File: config.mk
export PLATFORM = sky130hd
export DESIGN_NAME = xbar_cache_refill_rr
export DESIGN_NICKNAME = d
export VERILOG_FILES = /design/src/rtl/xbar_cache_refill_rr_pkg.sv /design/src/rtl/xbar_rr_arbiter.sv /design/src/rtl/xbar_cache_refill_rr.sv
export SDC_FILE = /design/constraint.sdc
export NUM_CORES = 1
export LEC_CHECK = 0
export CAP_MARGIN = 30
export CORE_ASPECT_RATIO = 1.1
export CORE_MARGIN = 4
export CORE_UTILIZATION = 44
export CTS_CLUSTER_DIAMETER = 100
export CTS_CLUSTER_SIZE = 16
export DETAILED_ROUTE_END_ITERATION = 6
export PLACE_DENSITY = 0.95
export SETUP_SLACK_MARGIN = 0.15
export SLEW_MARGIN = 20
export SYNTH_ARGS = -nofsm -noshare
export SYNTH_HDL_FRONTEND = slang
export SYNTH_SLANG_ARGS = --single-unit
File: constraint.sdc
create_clock -name i_clk -period 4.3 [get_ports i_clk]
set_clock_uncertainty 0.1 [all_clocks]
set_input_delay 1.29 -clock i_clk [delete_from_list [all_inputs] [get_ports i_clk]]
set_output_delay 1.29 -clock i_clk [all_outputs]
set_load 0.005 [all_outputs]
File: src/rtl/xbar_cache_refill_rr_pkg.sv
// Shared sizing helpers and tag-field macros for the N-port cache refill crossbar.
// Optional feature macro used by the top: XBAR_REFILL_PERF_EN.
`ifndef MEM_ADDR_BITS
`define MEM_ADDR_BITS 32
`endif
`ifndef DC_MEM_TAG_BITS
`define DC_MEM_TAG_BITS 8
`endif

// Memory tag layout is {port_id, port_tag}; these slice it given the port-tag width.
`define XBAR_TAG_ID(tag, ptb) tag[(ptb) +: ID_BITS]
`define XBAR_TAG_PT(tag, ptb) tag[(ptb)-1:0]

package xbar_cache_refill_rr_pkg;

  // A 2-port crossbar still needs one id bit.
  function automatic int xbar_id_bits(input int nports);
    return (nports <= 2) ? 1 : $clog2(nports);
  endfunction

  function automatic int xbar_mem_tag_bits(input int nports, input int port_tag_bits);
    return xbar_id_bits(nports) + port_tag_bits;
  endfunction

endpackage

File: src/rtl/xbar_rr_arbiter.sv
// Rotating-priority one-hot arbiter; priority pointer moves past the winner on each update.
module xbar_rr_arbiter #(
  parameter int NPORTS  = 3,
  parameter int ID_BITS = 2
) (
  input  logic               i_clk,
  input  logic               i_rst_n,
  input  logic [NPORTS-1:0]  i_req,
  input  logic               i_update,
  output logic [NPORTS-1:0]  o_grant,
  output logic [ID_BITS-1:0] o_grant_id,
  output logic               o_any
);

  logic [ID_BITS-1:0] r_ptr;
  logic               w_hi_any;
  logic               w_lo_any;
  logic [ID_BITS-1:0] w_hi_id;
  logic [ID_BITS-1:0] w_lo_id;
  logic               w_hit;

  // Lowest requester at/after the pointer wins, else the lowest requester overall.
  always_comb begin
    w_hi_any = 1'b0;
    w_lo_any = 1'b0;
    w_hi_id  = '0;
    w_lo_id  = '0;
    w_hit    = 1'b0;
    for (int i = NPORTS - 1; i >= 0; i--) begin
      w_hit    = i_req[i] & (ID_BITS'(i) >= r_ptr);
      w_lo_any = w_lo_any | i_req[i];
      w_lo_id  = i_req[i] ? ID_BITS'(i) : w_lo_id;
      w_hi_any = w_hi_any | w_hit;
      w_hi_id  = w_hit ? ID_BITS'(i) : w_hi_id;
    end
  end

  assign o_any      = w_lo_any;
  assign o_grant_id = w_hi_any ? w_hi_id : w_lo_id;

  // One-hot expansion of the winning id.
  always_comb begin
    o_grant = '0;
    for (int i = 0; i < NPORTS; i++) begin
      o_grant[i] = o_any & (o_grant_id == ID_BITS'(i));
    end
  end

  // Priority pointer advances only on a grant the output stage actually takes.
  always_ff @(posedge i_clk or negedge i_rst_n) begin
    if (!i_rst_n) begin
      r_ptr <= '0;
    end else if (i_update && o_any) begin
      r_ptr <= (o_grant_id == ID_BITS'(NPORTS - 1)) ? '0 : o_grant_id + ID_BITS'(1);
    end
  end

endmodule

File: src/rtl/xbar_cache_refill_rr.sv
// N-port cache refill/writeback crossbar: round-robin onto one registered mem request, tag-routed responses.
// Define XBAR_REFILL_PERF_EN to add per-port grant/stall performance counters.
module xbar_cache_refill_rr
  import xbar_cache_refill_rr_pkg::*;
#(
  parameter  int NPORTS          = 3,
  parameter  int ADDR_BITS       = `MEM_ADDR_BITS,
  parameter  int PORT_TAG_BITS   = `DC_MEM_TAG_BITS,
  parameter  int MAX_OUTSTANDING = 4,
  parameter  int REFILL_BEATS    = 4,
  localparam int ID_BITS         = xbar_id_bits(NPORTS),
  localparam int MEM_TAG_BITS    = xbar_mem_tag_bits(NPORTS, PORT_TAG_BITS)
) (
  input  logic                            i_clk,
  input  logic                            i_rst_n,
  input  logic [NPORTS-1:0]               i_port_req_val,
  output logic [NPORTS-1:0]               o_port_req_rdy,
  input  logic [NPORTS-1:0]               i_port_req_rw,
  input  logic [NPORTS*ADDR_BITS-1:0]     i_port_req_addr,
  input  logic [NPORTS*PORT_TAG_BITS-1:0] i_port_req_tag,
  output logic [NPORTS-1:0]               o_port_resp_val,
  output logic [NPORTS-1:0]               o_port_resp_nack,
  output logic                            o_mem_req_val,
  input  logic                            i_mem_req_rdy,
  output logic                            o_mem_req_rw,
  output logic [ADDR_BITS-1:0]            o_mem_req_addr,
  output logic [MEM_TAG_BITS-1:0]         o_mem_req_tag,
  input  logic                            i_mem_resp_val,
  input  logic                            i_mem_resp_nack,
  input  logic [MEM_TAG_BITS-1:0]         i_mem_resp_tag
`ifdef XBAR_REFILL_PERF_EN
  ,
  output logic [NPORTS*32-1:0]            o_perf_grant_cnt,
  output logic [NPORTS*32-1:0]            o_perf_stall_cnt
`endif
);

  localparam int OUT_W  = $clog2(MAX_OUTSTANDING + 1);
  localparam int BEAT_W = (REFILL_BEATS > 1) ? $clog2(REFILL_BEATS) : 1;

  logic                     r_mem_req_val;
  logic                     r_mem_req_rw;
  logic [ADDR_BITS-1:0]     r_mem_req_addr;
  logic [MEM_TAG_BITS-1:0]  r_mem_req_tag;

  logic                     w_load;
  logic [NPORTS-1:0]        w_elig;
  logic [NPORTS-1:0]        w_grant;
  logic [ID_BITS-1:0]       w_gid;
  logic                     w_any;
  logic                     w_sel_rw;
  logic [ADDR_BITS-1:0]     w_sel_addr;
  logic [PORT_TAG_BITS-1:0] w_sel_tag;
  logic [ID_BITS-1:0]       w_resp_id;
  logic                     w_resp_ok;
  logic                     w_unused_resp_tag;

  assign w_load = ~r_mem_req_val | i_mem_req_rdy;

  xbar_rr_arbiter #(
    .NPORTS  (NPORTS),
    .ID_BITS (ID_BITS)
  ) u_arb (
    .i_clk      (i_clk),
    .i_rst_n    (i_rst_n),
    .i_req      (w_elig),
    .i_update   (w_load),
    .o_grant    (w_grant),
    .o_grant_id (w_gid),
    .o_any      (w_any)
  );

  assign o_port_req_rdy = w_load ? w_grant : '0;

  // Pick the winning port's request fields.
  always_comb begin
    w_sel_rw   = 1'b0;
    w_sel_addr = '0;
    w_sel_tag  = '0;
    for (int i = 0; i < NPORTS; i++) begin
      w_sel_rw   = w_grant[i] ? i_port_req_rw[i] : w_sel_rw;
      w_sel_addr = w_grant[i] ? i_port_req_addr[i*ADDR_BITS +: ADDR_BITS] : w_sel_addr;
      w_sel_tag  = w_grant[i] ? i_port_req_tag[i*PORT_TAG_BITS +: PORT_TAG_BITS] : w_sel_tag;
    end
  end

  // One-entry output register: refills whenever empty or being drained, else holds.
  always_ff @(posedge i_clk or negedge i_rst_n) begin
    if (!i_rst_n) begin
      r_mem_req_val  <= 1'b0;
      r_mem_req_rw   <= 1'b0;
      r_mem_req_addr <= '0;
      r_mem_req_tag  <= '0;
    end else if (w_load) begin
      r_mem_req_val <= w_any;
      if (w_any) begin
        r_mem_req_rw   <= w_sel_rw;
        r_mem_req_addr <= w_sel_addr;
        r_mem_req_tag  <= {w_gid, w_sel_tag};
      end
    end
  end

  assign o_mem_req_val  = r_mem_req_val;
  assign o_mem_req_rw   = r_mem_req_rw;
  assign o_mem_req_addr = r_mem_req_addr;
  assign o_mem_req_tag  = r_mem_req_tag;

  assign w_resp_id         = `XBAR_TAG_ID(i_mem_resp_tag, PORT_TAG_BITS);
  assign w_resp_ok         = int'(w_resp_id) < NPORTS;
  assign w_unused_resp_tag = ^`XBAR_TAG_PT(i_mem_resp_tag, PORT_TAG_BITS);

  // Responses carrying an id beyond the port count go nowhere.
  always_comb begin
    o_port_resp_val  = '0;
    o_port_resp_nack = '0;
    for (int i = 0; i < NPORTS; i++) begin
      o_port_resp_val[i]  = i_mem_resp_val  & w_resp_ok & (w_resp_id == ID_BITS'(i));
      o_port_resp_nack[i] = i_mem_resp_nack & w_resp_ok & (w_resp_id == ID_BITS'(i));
    end
  end

  for (genvar g = 0; g < NPORTS; g++) begin : g_port
    logic [OUT_W-1:0]  r_outstanding;
    logic [BEAT_W-1:0] r_beat;
    logic              w_inc;
    logic              w_last;
    logic              w_dec;

    assign w_elig[g] = i_port_req_val[g] &
                       (i_port_req_rw[g] | (r_outstanding < OUT_W'(MAX_OUTSTANDING)));
    assign w_inc     = o_port_req_rdy[g] & ~i_port_req_rw[g];
    assign w_last    = o_port_resp_val[g] & (r_beat == BEAT_W'(REFILL_BEATS - 1));
    assign w_dec     = w_last | o_port_resp_nack[g];

    // A same-cycle read grant and completion cancel; a stray completion never underflows.
    always_ff @(posedge i_clk or negedge i_rst_n) begin
      if (!i_rst_n) begin
        r_outstanding <= '0;
        r_beat        <= '0;
      end else begin
        if (w_inc && !w_dec) begin
          r_outstanding <= r_outstanding + OUT_W'(1);
        end else if (w_dec && !w_inc && (r_outstanding != '0)) begin
          r_outstanding <= r_outstanding - OUT_W'(1);
        end
        if (o_port_resp_nack[g]) begin
          r_beat <= '0;
        end else if (o_port_resp_val[g]) begin
          r_beat <= w_last ? '0 : r_beat + BEAT_W'(1);
        end
      end
    end

`ifdef XBAR_REFILL_PERF_EN
    logic [31:0] r_perf_grant;
    logic [31:0] r_perf_stall;

    // Free-running wrap-around counters of grants and of cycles spent waiting.
    always_ff @(posedge i_clk or negedge i_rst_n) begin
      if (!i_rst_n) begin
        r_perf_grant <= 32'd0;
        r_perf_stall <= 32'd0;
      end else begin
        r_perf_grant <= r_perf_grant + 32'(o_port_req_rdy[g]);
        r_perf_stall <= r_perf_stall + 32'(i_port_req_val[g] & ~o_port_req_rdy[g]);
      end
    end

    assign o_perf_grant_cnt[g*32 +: 32] = r_perf_grant;
    assign o_perf_stall_cnt[g*32 +: 32] = r_perf_stall;
`endif
  end

endmodule
== Word level (Yosys, flattened, before mapping) ==
Cells that the tools add are included.

* Register bits: 61
* Input port bits: 141
* Output and inout port bits: 53
* Word-level logic and storage cells: 134

* Add/subtract/negate cells: 10
* Magnitude comparators: 7
* Eq/ne operators: 7
* Mux-type cells: 33
* Bitwise logic cells: 38
* Reduce and logical (&&, ||, !) cells: 28

{| class="wikitable"
|+ Operator list
! operator !! count
|-
| two-way mux 32 bit || 3
|-
| two-way mux 2 bit || 17
|-
| two-way mux 8 bit || 3
|-
| AND 1 bit || 23
|-
| two-way mux 3 bit || 7
|-
| nonzero test 2 bit || 6
|-
| bitwise OR 1 bit || 11
|-
| == test 2 bit (second input constant) || 5
|-
| logical AND 1 bit || 10
|-
| adder 3 x 1 -> 3 bit (second input constant) || 3
|-
| less-than comparator 3 bit (second input constant) || 3
|-
| nonzero test 3 bit || 3
|-
| subtractor 3 x 1 -> 3 bit (second input constant) || 3
|-
| adder 2 x 1 -> 2 bit (second input constant) || 4
|-
| logical NOT 1 bit || 6
|-
| == test 2 x 1 -> 1 bit (second input constant) || 2
|-
| >= comparator 1 x 2 -> 1 bit (first input constant) || 2
|-
| logical NOT 2 bit || 2
|-
| inverter 1 bit || 4
|-
| two-way mux 1 bit || 3
|-
| >= comparator 2 bit (first input constant) || 1
|-
| less-than comparator 2 bit (second input constant) || 1
|-
| AND reduction 2 bit || 1
|}

== Logic depth before layout (Yosys ltp) ==
* Depth after elaboration: 17
* Depth in mapped cells: 9
* Mapped depth without buffers: 9

== Modules after synthesis ==
Synthesis repeated with hierarchy kept, for this count alone.

* Cells, all modules: 391
* Area, all modules: 3672.3 um2

{| class="wikitable"
|+ By module, submodules not included
! module !! instances !! cells an instance !! area an instance (um2) !! seq. area each (um2)
|-
| xbar_cache_refill_rr || 1 || 365 || 3467.1 || 1476.4
|-
| xbar_rr_arbiter || 1 || 26 || 205.2 || 50.0
|}

== Least setup slack after synthesis ==
Ideal clock, no wire load.

* Path type: input to register
* Start: input i_port_req_rw[2]
* End: register g_port[0].r_outstanding[2]
* Setup time: 87 ps
* Data arrival time: 3439 ps
* Required time: 4113 ps
* Path slack: 675 ps
* Stages on the path: 7
* Path buffers: 0
* Path through: nand2b_2 -> a22o_2 -> a2111oi_4 -> nand2_1 -> fa_1 -> or4_1 -> o211ai_1

* Word-level cells in the longest chain between the ends: 15
* Elaborated cells between the ends (all ways): 24
* Those cells by class: mux: 9; bitwise: 9; reduce/logical: 6

{| class="wikitable"
|+ Ends and longest elaborated chain
! what !! line !! source
|-
| from (decl) || xbar_cache_refill_rr.sv:18 || <nowiki>input logic [NPORTS-1:0] i_port_req_rw,</nowiki>
|-
| bitwise OR 1 bit * || xbar_cache_refill_rr.sv:131 || <nowiki>(i_port_req_rw[g] | (r_outstanding < OUT_W'(MAX_OUTSTANDING)));</nowiki>
|-
| AND 1 bit * || xbar_cache_refill_rr.sv:130 || <nowiki>assign w_elig[g] = i_port_req_val[g] &</nowiki>
|-
| AND 1 bit || xbar_rr_arbiter.sv:30 || <nowiki>w_hit = i_req[i] & (ID_BITS'(i) >= r_ptr);</nowiki>
|-
| two-way mux 2 bit (3 in a row) || xbar_rr_arbiter.sv:34 || <nowiki>w_hi_id = w_hit ? ID_BITS'(i) : w_hi_id;</nowiki>
|-
| two-way mux 2 bit || xbar_rr_arbiter.sv:39 || <nowiki>assign o_grant_id = w_hi_any ? w_hi_id : w_lo_id;</nowiki>
|-
| logical NOT 2 bit || xbar_rr_arbiter.sv:45 || <nowiki>o_grant[i] = o_any & (o_grant_id == ID_BITS'(i));</nowiki>
|-
| AND 1 bit * || xbar_rr_arbiter.sv:45 ||
|-
| two-way mux 3 bit * || xbar_cache_refill_rr.sv:73 || <nowiki>assign o_port_req_rdy = w_load ? w_grant : '0;</nowiki>
|-
| AND 1 bit * || xbar_cache_refill_rr.sv:132 || <nowiki>assign w_inc = o_port_req_rdy[g] & ~i_port_req_rw[g];</nowiki>
|-
| logical NOT 1 bit || xbar_cache_refill_rr.sv:144 || <nowiki>end else if (w_dec && !w_inc && (r_outstanding != '0)) begin</nowiki>
|-
| logical AND 1 bit (2 in a row) || xbar_cache_refill_rr.sv:144 ||
|-
| nonzero test 2 bit (no line) || -- ||
|-
| to (signal assigned) || xbar_cache_refill_rr.sv:143 || <nowiki>r_outstanding <= r_outstanding + OUT_W'(1);</nowiki>
|-
| to (signal assigned) || xbar_cache_refill_rr.sv:145 || <nowiki>r_outstanding <= r_outstanding - OUT_W'(1);</nowiki>
|-
| to (decl) || xbar_cache_refill_rr.sv:124 || <nowiki>logic [OUT_W-1:0] r_outstanding;</nowiki>
|}

Mark *: on every way between the ends. The rest lies on a longest branch, timed or not.
A chain may end at the register's enable or synchronous reset.

== Final worst setup path ==
* Start: input i_port_req_rw[2]
* End: output o_port_req_rdy[2]

* Word-level cells in the longest chain between the ends: 10
* Elaborated cells between the ends (all ways): 17
* Those cells by class: eq/ne: 1; mux: 8; bitwise: 8

{| class="wikitable"
|+ Ends and longest elaborated chain
! what !! line !! source
|-
| bitwise OR 1 bit * || xbar_cache_refill_rr.sv:131 ||
|-
| AND 1 bit * || xbar_cache_refill_rr.sv:130 ||
|-
| AND 1 bit || xbar_rr_arbiter.sv:30 ||
|-
| two-way mux 2 bit (3 in a row) || xbar_rr_arbiter.sv:34 ||
|-
| two-way mux 2 bit || xbar_rr_arbiter.sv:39 ||
|-
| == test 2 bit || xbar_rr_arbiter.sv:45 ||
|-
| AND 1 bit * || xbar_rr_arbiter.sv:45 ||
|-
| two-way mux 3 bit * || xbar_cache_refill_rr.sv:73 ||
|-
| to (decl) || xbar_cache_refill_rr.sv:17 || <nowiki>output logic [NPORTS-1:0] o_port_req_rdy,</nowiki>
|}

Marks and branches as above.

==> out/results.ini <==
[logic_synthesis]
synth_area_leaders = dfrtp_1 (40%), o21ai_0 (9.7%), a221oi_1 (9.5%)
synth_cells = 428
yosysSeqAreaShare_pct = 40.4
syn_nets = 575
netlist.area_leader.share_pct = 40.4
synth_edf_count = 0
synth_seq_cells = 61
synthDistinctLibCells = 47
avgSynthCellArea_um2 = 8.83
yosysTopAreaCell = dfrtp_1
syn_area_um2 = 3780
synth_common_cells = o21ai_0 (73), dfrtp_1 (61), nand2_1 (52), a21o_1 (44), a221oi_1 (41)
synthFlopType = dfrtp_1
synth_most_common_cell = o21ai_0
synth_warnings = 0
async_flop_share_pct = 100

[worst_setup_path]
critPathKind = in2out
cpLargestDelayFamily = buffers and inverters
start_kind = input pin
end_kind = output port
crit_slowest_cell = clkdlybuf4s50_1
cp_data_arrival_time_ns = 2.75
cp.required_ns = 2.91
worstPathMaxFanout = 4
slowest_delay_ns = 0.42
path_buf_inv = 3
crit_chain = clkdlybuf4s50_1, nand2b_4, buf_4, and3_2, a21oi_2, nor2_2, dlygate4sd2_1

[cts]
cts_buffer_depth = 2
cts_hold_buffers = 0
h-tree-depth = 3
root_buffer = clkbuf_8
clkSlewWorstSetupHoldPaths_ns = 0.07
cts_tree = done
clkSinkCount = 61
cts_inserted_buffers = 9
worstSkewPairLatency_ns = 0.33

[routing]
wl_per_cell_um = 19.5
via_count = 4399
first_pass_iters = 4
drt-total-wl_mm = 14.5
ant_nets = 0
drc = 0
vias_per_cell = 5.94
first_iter_violations = 224

[timing]
maxSlewViolCount = 0
period_share_pct = 96.3
fin_setup_tns_ns = 0
setup_viol = 0
max_freq_mhz = 241
worstMarginPinSlew_ns = 0.622
fin_crit_ns = 4.14
rsz0062_at_grt = yes
setup_slack_ns = 0.159
maxSlewHeadroom_pct = 58.5
finalHoldViolations = 0

[pwr]
pwr_density_cell_nw_per_um2 = 512
p_comb_share_pct = 52.1
p_clk_share_pct = 16.0
intPower_uw = 1990
leakage_uw = 0.00274
switching_share_pct = 37.2
pwr-share-seq_pct = 31.9
switchingPower_uw = 1180
ir_drop_mv = 0.266

[run]
drv_cap = 0

[grt]
grtUsageMet3_pct = 5.78
grtUsageMet1_pct = 32.0
first_global_vias = 4452
grt_use_total_pct = 27.8
antenna_found_initial = 0
grt_busiest_layer = met2
overflow = 0
use_met2_pct = 48.5
grt_pass1_wl_mm = 21.9
grt_max_degree = 43

[place]
placed_area_um2 = 5900
io_buffers = 185
place_inst = 717
preCtsSetupSlack_ns = -0.236
place_hpwl_mm = 10.2
routabilityCongestion = 0.866

[die]
dieArea_um2 = 10100
io-pin-count = 194
die_w_um = 96.4
rows = 35
start_util_pct = 45.2
die_h_um = 105
fp.coreArea_um2 = 8360

[final_layout]
fill_cells = 578
layout.cells.non_filler = 741
syn_to_final_growth_pct = 63.8
drive_gt1_share_pct = 11.7
antenna_cells = 0
fin_util_pct = 74.1
fin_nets = 772
final_area_um2 = 6190

[run_status]
status = finished clean

[hold_path]
hp-class = reg2reg

-- worst paths after layout --
path | startpoint | to | slack (ns) | cells past startpoint
max in group asynchronous | i_rst_n | o_mem_req_val$_DFFE_PN0N_ | 2.53 | 3
worst max register to register | g_port[2].r_outstanding[2]$_DFFE_PN0P_ | g_port[1].r_outstanding[2]$_DFFE_PN0P_ | 1.26 | 14
worst min register to register | o_mem_req_tag[9]$_DFFE_PN0P_ | o_mem_req_tag[9]$_DFFE_PN0P_ | 0.38 | 1
worst max-delay path | i_port_req_rw[2] | o_port_req_rdy[2] | 0.16 | 7
worst min-delay path | o_mem_req_tag[9]$_DFFE_PN0P_ | o_mem_req_tag[9]$_DFFE_PN0P_ | 0.38 | 1
min in group asynchronous | i_rst_n | o_mem_req_addr[27]$_DFFE_PN0P_ | 0.73 | 1
-- layout by cell type (no fill, tap or decap), types with 3 or more instances in the layout --
master,count
a21o_1,44
a21oi_2,4
a221oi_1,41
a22o_1,3
a32o_1,3
and3b_1,3
buf_4,36
clkbuf_8,10
clkdlybuf4s50_1,179
dfrtp_1,61
fa_1,3
ha_1,3
inv_1,3
mux2i_1,5
nand2_1,52
nand2b_1,6
nand3_1,6
nor2_1,18
nor2b_1,4
nor3_1,6
o21ai_0,73
o21ai_1,13
o22ai_1,3
-- routing by layer --
| metal | vias to the layer above | part of all wire (%) |
|---|---|---|
| met3 | 46 | 8.5 |
| li1 | 2009 | - |
| met5 | - | 0 |
| met2 | 224 | 51 |
| met1 | 2120 | 37 |
| met4 | 0 | 3.5 |
-- repair_timing --
item                       4_1_cts  5_1_grt
setup endpoints to repair        4        7
pin swaps                        1        3
buffers inserted                 2        5
gates resized for setup          8        9
-- per-stage QoR --
step                hold WS (ns)  total power [µW]
finish                     0.384              3170
detailed placement         0.371              2630
global route               0.414              3390
CTS                        0.386              3150
global placement           0.359              2520
floorplan                  0.370              1760
-- power by group through the flow --
stage / Clock, µW / Sequential, µW / Combinational [µW]
floorplan: 0 / 1010 / 754
global placement: 0 / 995 / 1520
detailed placement: 0 / 1020 / 1610
CTS: 516 / 1010 / 1630
global route: 545 / 1050 / 1800
finish: 508 / 1010 / 1650
-- sequential cells by signal, indices dropped and copies added, names as in the netlist --
signal / flops
g_port.r_beat: 6
o_mem_req_rw: 1
g_port.r_outstanding: 9
o_mem_req_val: 1
o_mem_req_tag: 10
u_arb.r_ptr: 2
o_mem_req_addr: 32
-- kinds of logic after synthesis --
family / synth area share (%)
AO/OA/AOI/OAI: 37.2
XOR/XNOR: 0.463
adder cells (fa/ha/maj): 2.58
buffers and inverters: 4.53
flip-flops: 40.4
multiplexers: 1.62
AND/OR/NAND/NOR: 13.2
-- cell type report --
class / instances / area (µm²) / share of cell area (%)
clock inverters: 4 / 47.5 / 0.768
flip-flops and latches: 61 / 1530 / 24.6
inverters: 3 / 11.3 / 0.182
multi-input cells: 326 / 2150 / 34.7
clock buffers: 12 / 145 / 2.34
repair buffers: 224 / 2180 / 35.2
well taps: 111 / 139 / 2.24
-- worst register-to-register path: cells and delay by family, from the launching register on --
family	cells	cell delay, ns
and+or+nand+nor	4	0.71
AOI/OAI and AO/OA	4	0.59
DFF	1	0.46
buffers and inverters	5	0.71
adders and majority gates	1	0.42
(Power assumes the default switching activity.)
